==> src/rtl/control_unit.sv <==
`default_nettype none
// ============================================================================
// Module   : control_unit
// Purpose  : Multi-cycle processor control FSM. Sequences fetch, decode,
//            execute, memory and write-back steps from the 4-bit opcode and
//            decodes datapath controls from the current state.
// Revision : 1.0 - initial release
// ============================================================================
module control_unit (
  input  logic       input_CLK,
  input  logic       input_Reset_n,
  input  logic [3:0] input_Opcode,
  input  logic       input_Zero,
  input  logic       input_Negative,
  input  logic       input_Carry,
  input  logic       input_MemReady,
  output logic [3:0] output_ALUOp,
  output logic       output_ALUSrcA,
  output logic [1:0] output_ALUSrcB,
  output logic       output_PCWrite,
  output logic       output_IRWrite,
  output logic       output_MemRead,
  output logic       output_MemWrite,
  output logic       output_RegWrite,
  output logic       output_MemToReg,
  output logic       output_RegDst,
  output logic [1:0] output_PCSource,
  output logic [3:0] output_State
);

  typedef enum logic [3:0] {
    FETCH     = 4'd0,
    DECODE    = 4'd1,
    EXEC_R    = 4'd2,
    EXEC_I    = 4'd3,
    ALU_WB    = 4'd4,
    MEM_ADDR  = 4'd5,
    MEM_READ  = 4'd6,
    MEM_WB    = 4'd7,
    MEM_WRITE = 4'd8,
    BRANCH    = 4'd9,
    JUMP      = 4'd10
  } state_t;

  localparam logic [3:0] OP_RTYPE_MAX = 4'h9;
  localparam logic [3:0] OP_ADDI      = 4'hA;
  localparam logic [3:0] OP_LW        = 4'hB;
  localparam logic [3:0] OP_SW        = 4'hC;
  localparam logic [3:0] OP_BEQ       = 4'hD;
  localparam logic [3:0] OP_BLT       = 4'hE;

  state_t     state;
  logic [3:0] op_latched;

  // The carry flag plays no part in control; tie it off explicitly.
  logic unused_carry;
  assign unused_carry = input_Carry;

  // State sequencing; opcode is captured in DECODE so later steps see a stable copy.
  always_ff @(posedge input_CLK or negedge input_Reset_n) begin
    if (!input_Reset_n) begin
      state      <= FETCH;
      op_latched <= 4'h0;
    end else begin
      case (state)
        FETCH: begin
          if (input_MemReady) state <= DECODE;
        end
        DECODE: begin
          op_latched <= input_Opcode;
          if (input_Opcode <= OP_RTYPE_MAX) begin
            state <= EXEC_R;
          end else begin
            case (input_Opcode)
              OP_ADDI:       state <= EXEC_I;
              OP_LW, OP_SW:  state <= MEM_ADDR;
              OP_BEQ, OP_BLT: state <= BRANCH;
              default:       state <= JUMP;
            endcase
          end
        end
        EXEC_R, EXEC_I: state <= ALU_WB;
        MEM_ADDR: state <= (op_latched == OP_LW) ? MEM_READ : MEM_WRITE;
        MEM_READ: begin
          if (input_MemReady) state <= MEM_WB;
        end
        MEM_WRITE: begin
          if (input_MemReady) state <= FETCH;
        end
        default: state <= FETCH;
      endcase
    end
  end

  // State-decoded controls; everything is held low while reset is asserted.
  always_comb begin
    output_ALUOp    = 4'b0000;
    output_ALUSrcA  = 1'b0;
    output_ALUSrcB  = 2'b00;
    output_PCWrite  = 1'b0;
    output_IRWrite  = 1'b0;
    output_MemRead  = 1'b0;
    output_MemWrite = 1'b0;
    output_RegWrite = 1'b0;
    output_MemToReg = 1'b0;
    output_RegDst   = 1'b0;
    output_PCSource = 2'b00;
    if (input_Reset_n) begin
      case (state)
        FETCH: begin
          output_MemRead = 1'b1;
          output_ALUSrcB = 2'b01;
          output_IRWrite = input_MemReady;
          output_PCWrite = input_MemReady;
        end
        DECODE: begin
          output_ALUSrcB = 2'b11;
        end
        EXEC_R: begin
          output_ALUSrcA = 1'b1;
          output_ALUOp   = op_latched;
        end
        EXEC_I, MEM_ADDR: begin
          output_ALUSrcA = 1'b1;
          output_ALUSrcB = 2'b10;
        end
        ALU_WB: begin
          output_RegWrite = 1'b1;
          output_RegDst   = (op_latched <= OP_RTYPE_MAX);
        end
        MEM_READ: output_MemRead = 1'b1;
        MEM_WB: begin
          output_RegWrite = 1'b1;
          output_MemToReg = 1'b1;
        end
        MEM_WRITE: output_MemWrite = 1'b1;
        BRANCH: begin
          output_ALUSrcA  = 1'b1;
          output_ALUOp    = 4'b0001;
          output_PCSource = 2'b01;
          output_PCWrite  = (op_latched == OP_BEQ) ? input_Zero : input_Negative;
        end
        JUMP: begin
          output_PCSource = 2'b10;
          output_PCWrite  = 1'b1;
        end
        default: ;
      endcase
    end
  end

  assign output_State = state;

endmodule
`default_nettype wire

==> config.mk <==
export PLATFORM = sky130hd
export DESIGN_NAME = control_unit
export DESIGN_NICKNAME = d
export VERILOG_FILES = /design/src/rtl/control_unit.sv
export SDC_FILE = /design/constraint.sdc
export NUM_CORES = 1
export LEC_CHECK = 0
export ABC_AREA = 1
export CORE_MARGIN = 3
export CORE_UTILIZATION = 40
export DETAILED_ROUTE_END_ITERATION = 8
export PLACE_DENSITY = 0.82
export SETUP_SLACK_MARGIN = 0.5
export SLEW_MARGIN = 15
export SYNTH_ARGS = -nofsm -noshare
export SYNTH_HDL_FRONTEND = slang
export SYNTH_SLANG_ARGS = --single-unit
==> constraint.sdc <==
create_clock -name input_CLK -period 1.8 [get_ports input_CLK]
set_input_delay 0.54 -clock input_CLK [delete_from_list [all_inputs] [get_ports input_CLK]]
set_output_delay 0.54 -clock input_CLK [all_outputs]
set_load 0.03 [all_outputs]
==> results.tsv, run 1 <==
metric	value	unit
yosys.cell_count.top_type	nand2_1	
lastStage	5_1_grt	
die_w	47.0	um
status	stopped before the end	
yosys.area.top_type_share	29.8	%
worstEndpointType	top-level output	
avgSynthCellArea	5.89	um2
ys_top_cells_by_area	dfrtp_1 30%, nand2_1 17%, inv_1 13%	
dp_hpwl	1690	um
async_flop_share	100	%
synth_nets	124	
synth-seq-area-share	29.8	%
clkSinkCount	8	
rows	14	
ys_ff_latch	8	
clockRootBuffer	clkbuf_4	
die_h	47.0	um
post_synth_instance_area	672	um2
grt_max_degree	11	
ys.flop_type	dfrtp_1	
numCtsBuffers	3	
synth_cell_type_count	20	
synth_area_leader_cell	dfrtp_1	
synth_common_cells	31 x nand2_1, 23 x inv_1, 16 x nor2_1, 8 x dfrtp_1, 8 x nand3_1	
synth_edf_count	0	
first-error	[ERROR DPL-0038] Utilization greater than 100%, impossible to legalize	
cts_hold_buf	0	
gp_congestion	0.859	
ios	30	
yosys_warnings	0	
cts-htree-levels	1	
clock_path_buffers	2	
worstEndpointGrtRepair	output_ALUOp[0]	
start_util	43.6	%
io_buffers	28	
syn_inst	114	
-- kinds of logic after synthesis --
group	synth area share, %
AOI/OAI and AO/OA	14.5
buffers and inverters	16.4
DFF	29.8
and+or+nand+nor	39.3
-- stage by stage --
stage	instance area [um2]	cells	TNS, ns	worst slack, ns	utilization, %
floorplan	871	114	0	0.0852	-
detailed placement	1180	164	-5.53	-0.452	76.9
CTS	1470	181	-1.59	-0.152	95.3
global placement	1180	164	-5.37	-0.441	76.9
-- timing repair --
action	in CTS
setup endpoints to repair	23
gates resized for setup	82
pin swaps	14
buffers inserted	13
==> inputs of run 2 (changes only) <==
--- a/config.mk
+++ b/config.mk
@@ -6,11 +6,10 @@
 export NUM_CORES = 1
 export LEC_CHECK = 0
 export ABC_AREA = 1
-export CORE_MARGIN = 3
-export CORE_UTILIZATION = 40
+export CORE_AREA = 3 3 64 66
 export DETAILED_ROUTE_END_ITERATION = 8
-export PLACE_DENSITY = 0.82
-export SETUP_SLACK_MARGIN = 0.5
+export DIE_AREA = 0 0 67 69
+export PLACE_DENSITY_LB_ADDON = 0.15
 export SLEW_MARGIN = 15
 export SYNTH_ARGS = -nofsm -noshare
 export SYNTH_HDL_FRONTEND = slang
==> run 2 against run 1 <==
Compared with the run above:
- the flow now finishes, with violations (setup timing)
- area after synthesis stayed put
- synthesized cell count stayed put
==> results.tsv, run 2 <==
metric	value	unit	change
synth_edf_count	0		unchanged
path_clk_slew	0.04	ns	
die_w	67	um	+43%
synth_nets	124		unchanged
synthMuxAreaShare	0	%	unchanged
startpoint_type	register		
track_usage	10.2	%	
rsz0062_at_grt	true		
final_common_cell	nand2_1		
arrival	1.38	ns	
synth_common_cells	31 x nand2_1, 23 x inv_1, 16 x nor2_1, 8 x dfrtp_1, 8 x nand3_1		
synth_xor_area_share	0	%	unchanged
cp_data_required_time	1.26	ns	
hp-class	primary input to asynchronous set/reset pin		
setup_viol	13		
tightest_slew	0.308	ns	
cts-htree-levels	1		unchanged
finalPower	0.00217	W	
gp_congestion	0.723		-16%
ios	30		unchanged
synth_simple_gate_area_share	39.3	%	unchanged
violations	setup timing		
die_h	69	um	+47%
grt_pass1_wl	3710	um	
drtIter0Drc	11		
n_antenna_cell	0		
drv_slew	0		
async_flop_share	100	%	unchanged
clock_latency	0.23	ns	
io_buffers	28		unchanged
areaGrowthSynthToFinish	110	%	
path_class	register to primary output		
rows	22		+8
grt_max_degree	11		
fin_nets	178		
reg2reg_from	output_State[3]		
final_cell_mix	22 x nand2_1, 21 x buf_4, 16 x inv_1		
irDropWorstVdd	0.453	mV	
dp_hpwl	1820	um	+7.9%
power_density	1540	mW/mm2	
yosys.cell_count.top_type	nand2_1		
grt_pass1_vias	829		
clock_path_buffers	2		unchanged
synth_top_family_by_area	simple AND/OR/NAND/NOR gates		
wl_per_cell	10.5	um	
worstSetupEndpointType	primary output		
die_area	0.00462	mm2	
crit_fanout	6		
cts_tree	built		
clkSinkCount	8		unchanged
synth_cell_type_count	20		unchanged
synth_compound_area_share	14.5	%	unchanged
syn_inst	114		unchanged
r2r-end	output_State[0]		
numCtsBuffers	3		unchanged
status	complete, but fails checks		
tns	-0.971	ns	
ys_top_cells_by_area	dfrtp_1 30%, nand2_1 17%, inv_1 13%		
vias_per_cell	4.00		
worst_slack	-0.125	ns	
avgSynthCellArea	5.89	um2	unchanged
period_share	107	%	
overflow	0		
drcViolationCount	0		
reg2reg_depth	9		
final_layout_size_suffix_gt1_share	54.5	%	
postRouteAntennaNets	0		
yosys.area.top_type_share	29.8	%	unchanged
ys.flop_type	dfrtp_1		
post_synth_instance_area	672	um2	unchanged
r2r_setup_slack	0.43	ns	
ys_ff_latch	8		unchanged
synth_fa_ha_area_share	0	%	unchanged
wl	2270	um	
synth-seq-area-share	29.8	%	unchanged
maxCapViolations	0		
pre_cts_slack	-0.457	ns	-0.00576 ns
coreArea	0.00363	mm2	
fmax	520	MHz	
leakage	0.695	nW	
clockRootBuffer	clkbuf_8		
slew_headroom	79.5	%	
post-route-min-period	1.92	ns	
cts_hold_buf	0		unchanged
synth_area_leader_cell	dfrtp_1		
drt_pre_antenna_iters	3		
vias	861		
start_util	18.5	%	-25 points
yosys_warnings	0		unchanged
finalClockSkew	0.00401	ns	
grt_antenna_before_repair	0		
whs	0.280	ns	
final_hold_viol_count	0		
[run 2: cell counts after synthesis]
No cell type changed its count.
[run 2: per-layer routing]
metal | track usage (%) | up-vias | routed length, um
met5 | 0 | - | 0
met4 | 4.73 | 0 | 27
met3 | 1.14 | 2 | 119
met2 | 16.8 | 21 | 1130
met1 | 12.9 | 382 | 996
li1 | - | 456 | -
[run 2: layout make-up]
cell class / count / area [um2]
Tap cell: 48 / 60.1
Fill cell: 395 / 2220
Inverter: 26 / 109
Clock buffer: 4 / 45.0
Timing Repair Buffer: 50 / 473
Sequential cell: 8 / 205
Multi-Input combinational cell: 79 / 520
[run 2: cells by family (layout without fill, tap and decap cells)]
family / Yosys count / count (layout)
buf+inv: 27 / 80
simple gates: 62 / 62
flops: 8 / 8
compound gates: 17 / 17
[run 2: worst max path at each step]
stage | endpoint | from | cells after the start
floorplan | output_ALUOp[1] | output_State[1] | 4
global placement | output_ALUSrcB[1] | input_Reset_n | 5
detailed placement | output_ALUSrcB[1] | input_Reset_n | 5
CTS | output_MemRead | output_State[0] | 6
global route | output_PCWrite | output_State[3] | 6
finish | output_ALUSrcB[0] | output_State[3] | 5
[run 2: critical path, stage by stage (launching register included)]
cell     delay, ns
dfrtp_2       0.42
nor2_4        0.22
buf_4         0.17
nand2_4       0.05
a21oi_4       0.16
buf_12        0.13
[run 2: metrics by stage]
step / instances / utilization (%) / instance area, um2
2_1_floorplan: 114 / - / 726
3_3_place_gp: 200 / 30.9 / 1120
3_5_place_dp: 200 / 30.9 / 1120
4_1_cts: 208 / 35.2 / 1280
5_1_grt: 215 / 38.9 / 1410
6_report: 215 / 38.9 / 1410
[run 2: repair_timing]
action	4_1_cts	5_1_grt
pin swaps	8	9
endpoints found under the setup margin	20	16
setup buffers	4	7
gates resized for setup	42	26
[run 2: power by group]
part           internal [W]  switching (W)  total [W]
Clock              0.000154      0.0000718   0.000225
Combinational      0.000699       0.000861    0.00156
Sequential         0.000268       0.000116   0.000384
(Power assumes the default switching activity.)
==> inputs of run 3 (changes only) <==
--- a/config.mk
+++ b/config.mk
@@ -7,6 +7,7 @@
 export LEC_CHECK = 0
 export ABC_AREA = 1
 export CORE_AREA = 3 3 64 66
+export CTS_BUF_LIST = sky130_fd_sc_hd__clkbuf_8
 export DETAILED_ROUTE_END_ITERATION = 8
 export DIE_AREA = 0 0 67 69
 export PLACE_DENSITY_LB_ADDON = 0.15
==> run 3 against run 2 <==
Compared with the run above:
- the flow still finishes with violations (setup timing)
- sequential cell count is the same
- via count shrank 0.12%
- cell area is the same
- highest routed layer unchanged
==> results.tsv, run 3 (synthesis results as in run 2) <==
metric	value	unit	change
status	complete, but fails checks		
violations	setup timing		
drv_slew	0		unchanged
coreArea	0.00363	mm2	unchanged
cts-htree-levels	1		unchanged
cts_hold_buf	0		unchanged
grt_most_used_layer	met2		
tightest_slew	0.308	ns	unchanged
pre_cts_slack	-0.457	ns	unchanged
rows	22		unchanged
grt_max_degree	11		unchanged
wl	2270	um	about the same
met3_usage	1.14	%	unchanged
worstSetupEndpointType	primary output		
path_clk_slew	0.04	ns	about the same
grt_pass1_wl	3710	um	unchanged
tns	-0.967	ns	+0.00488 ns
ios	30		unchanged
die_h	69	um	unchanged
final_layout_size_suffix_gt1_share	54.5	%	unchanged
drt_pre_antenna_iters	3		unchanged
cts_tree	built		
die_w	67	um	unchanged
final_hold_viol_count	0		unchanged
grt_antenna_before_repair	0		unchanged
startpoint_type	register		
wl_per_cell	10.6	um	about the same
hp-class	primary input to asynchronous set/reset pin		
setup_viol	13		unchanged
rsz0062_at_grt	true		
track_usage	10.2	%	unchanged
vias_per_cell	4.00		-0.12%
arrival	1.38	ns	about the same
final_cell_mix	22 x nand2_1, 21 x buf_4, 17 x inv_1		
worst_slack	-0.125	ns	+0.000167 ns
finalClockSkew	0.00370	ns	-0.000314 ns
gp_congestion	0.723		unchanged
clock_latency	0.23	ns	about the same
slew_headroom	79.5	%	unchanged
use_met1	12.9	%	unchanged
overflow	0		unchanged
fin_nets	178		unchanged
maxCapViolations	0		unchanged
grtUsageMet2	16.8	%	unchanged
io_buffers	28		unchanged
path_class	register to primary output		
r2r_setup_slack	0.43	ns	about the same
drcViolationCount	0		unchanged
leakage	0.700	nW	+0.60%
die_area	0.00462	mm2	unchanged
clkSinkCount	8		unchanged
final_common_cell	nand2_1		
irDropWorstVdd	0.452	mV	about the same
numCtsBuffers	3		unchanged
period_share	107	%	about the same
vias	860		-0.12%
clock_path_buffers	2		unchanged
drtIter0Drc	12		+1
post-route-min-period	1.92	ns	-0.000167 ns
areaGrowthSynthToFinish	110	%	unchanged
dp_hpwl	1820	um	unchanged
clockRootBuffer	clkbuf_8		
fmax	520	MHz	about the same
postRouteAntennaNets	0		unchanged
n_antenna_cell	0		unchanged
cp_data_required_time	1.26	ns	about the same
start_util	18.5	%	unchanged
grt_pass1_vias	829		unchanged
crit_fanout	6		unchanged
power_density	1530	mW/mm2	-0.28%
## run 3: changes by cell type in the layout (fill, tap and decap cells not counted), sizes merged
cell / delta
clkbuf: -1
inv: +1
## run 3: per-stage QoR
step	hold slack [ns]	utilization, %	std cells	total power, W	instance area (um2)
6_report	0.280	38.9	215	0.00216	1410
3_3_place_gp	0.526	30.9	200	0.00153	1120
3_5_place_dp	0.534	30.9	200	0.00154	1120
2_1_floorplan	0.244	-	114	0.00109	726
5_1_grt	0.292	38.9	215	0.00232	1410
4_1_cts	0.280	35.2	208	0.00191	1280
## run 3: area by class of cell
| type | instances | area, um2 |
|---|---|---|
| Sequential cell | 8 | 205 |
| Multi-Input combinational cell | 79 | 520 |
| Inverter | 26 | 109 |
| Timing Repair Buffer | 50 | 473 |
| Tap cell | 48 | 60.1 |
| Clock inverter | 1 | 3.75 |
| Clock buffer | 3 | 41.3 |
| Fill cell | 395 | 2220 |
## run 3: critical path, stage by stage (launching register included)
cell	delay, ns
dfrtp_2	0.42
nor2_4	0.22
buf_4	0.17
nand2_4	0.05
a21oi_4	0.16
buf_12	0.13
## run 3: metal layers
metal,up-vias,wire (um)
met1,381,991
met3,2,119
met5,-,0
met4,0,27
met2,21,1130
li1,456,-
## run 3: final timing paths
check                                          to  cells after the start             from
worst max-delay path            output_ALUSrcB[0]                      5  output_State[3]
worst min-delay path                op_latched[3]                      2    input_Reset_n
worst max register to register    output_State[0]                      9  output_State[3]
worst min register to register      op_latched[2]                      2    op_latched[2]
max in group asynchronous         output_State[2]                      2    input_Reset_n
min in group input_CLK              op_latched[2]                      2    op_latched[2]
## run 3: report_power, final
| group | leakage, nW | internal [W] | switching (W) |
|---|---|---|---|
| combinational | 0.576 | 0.000699 | 0.000861 |
| clock | 0.0269 | 0.000148 | 0.0000715 |
| sequential | 0.0962 | 0.000268 | 0.000116 |
| total | 0.700 | 0.00111 | 0.00105 |
## run 3: timing repair
item	CTS	global route
pin swaps	8	9
resized for setup	42	26
buffers inserted	4	7
setup endpoints to repair	20	16
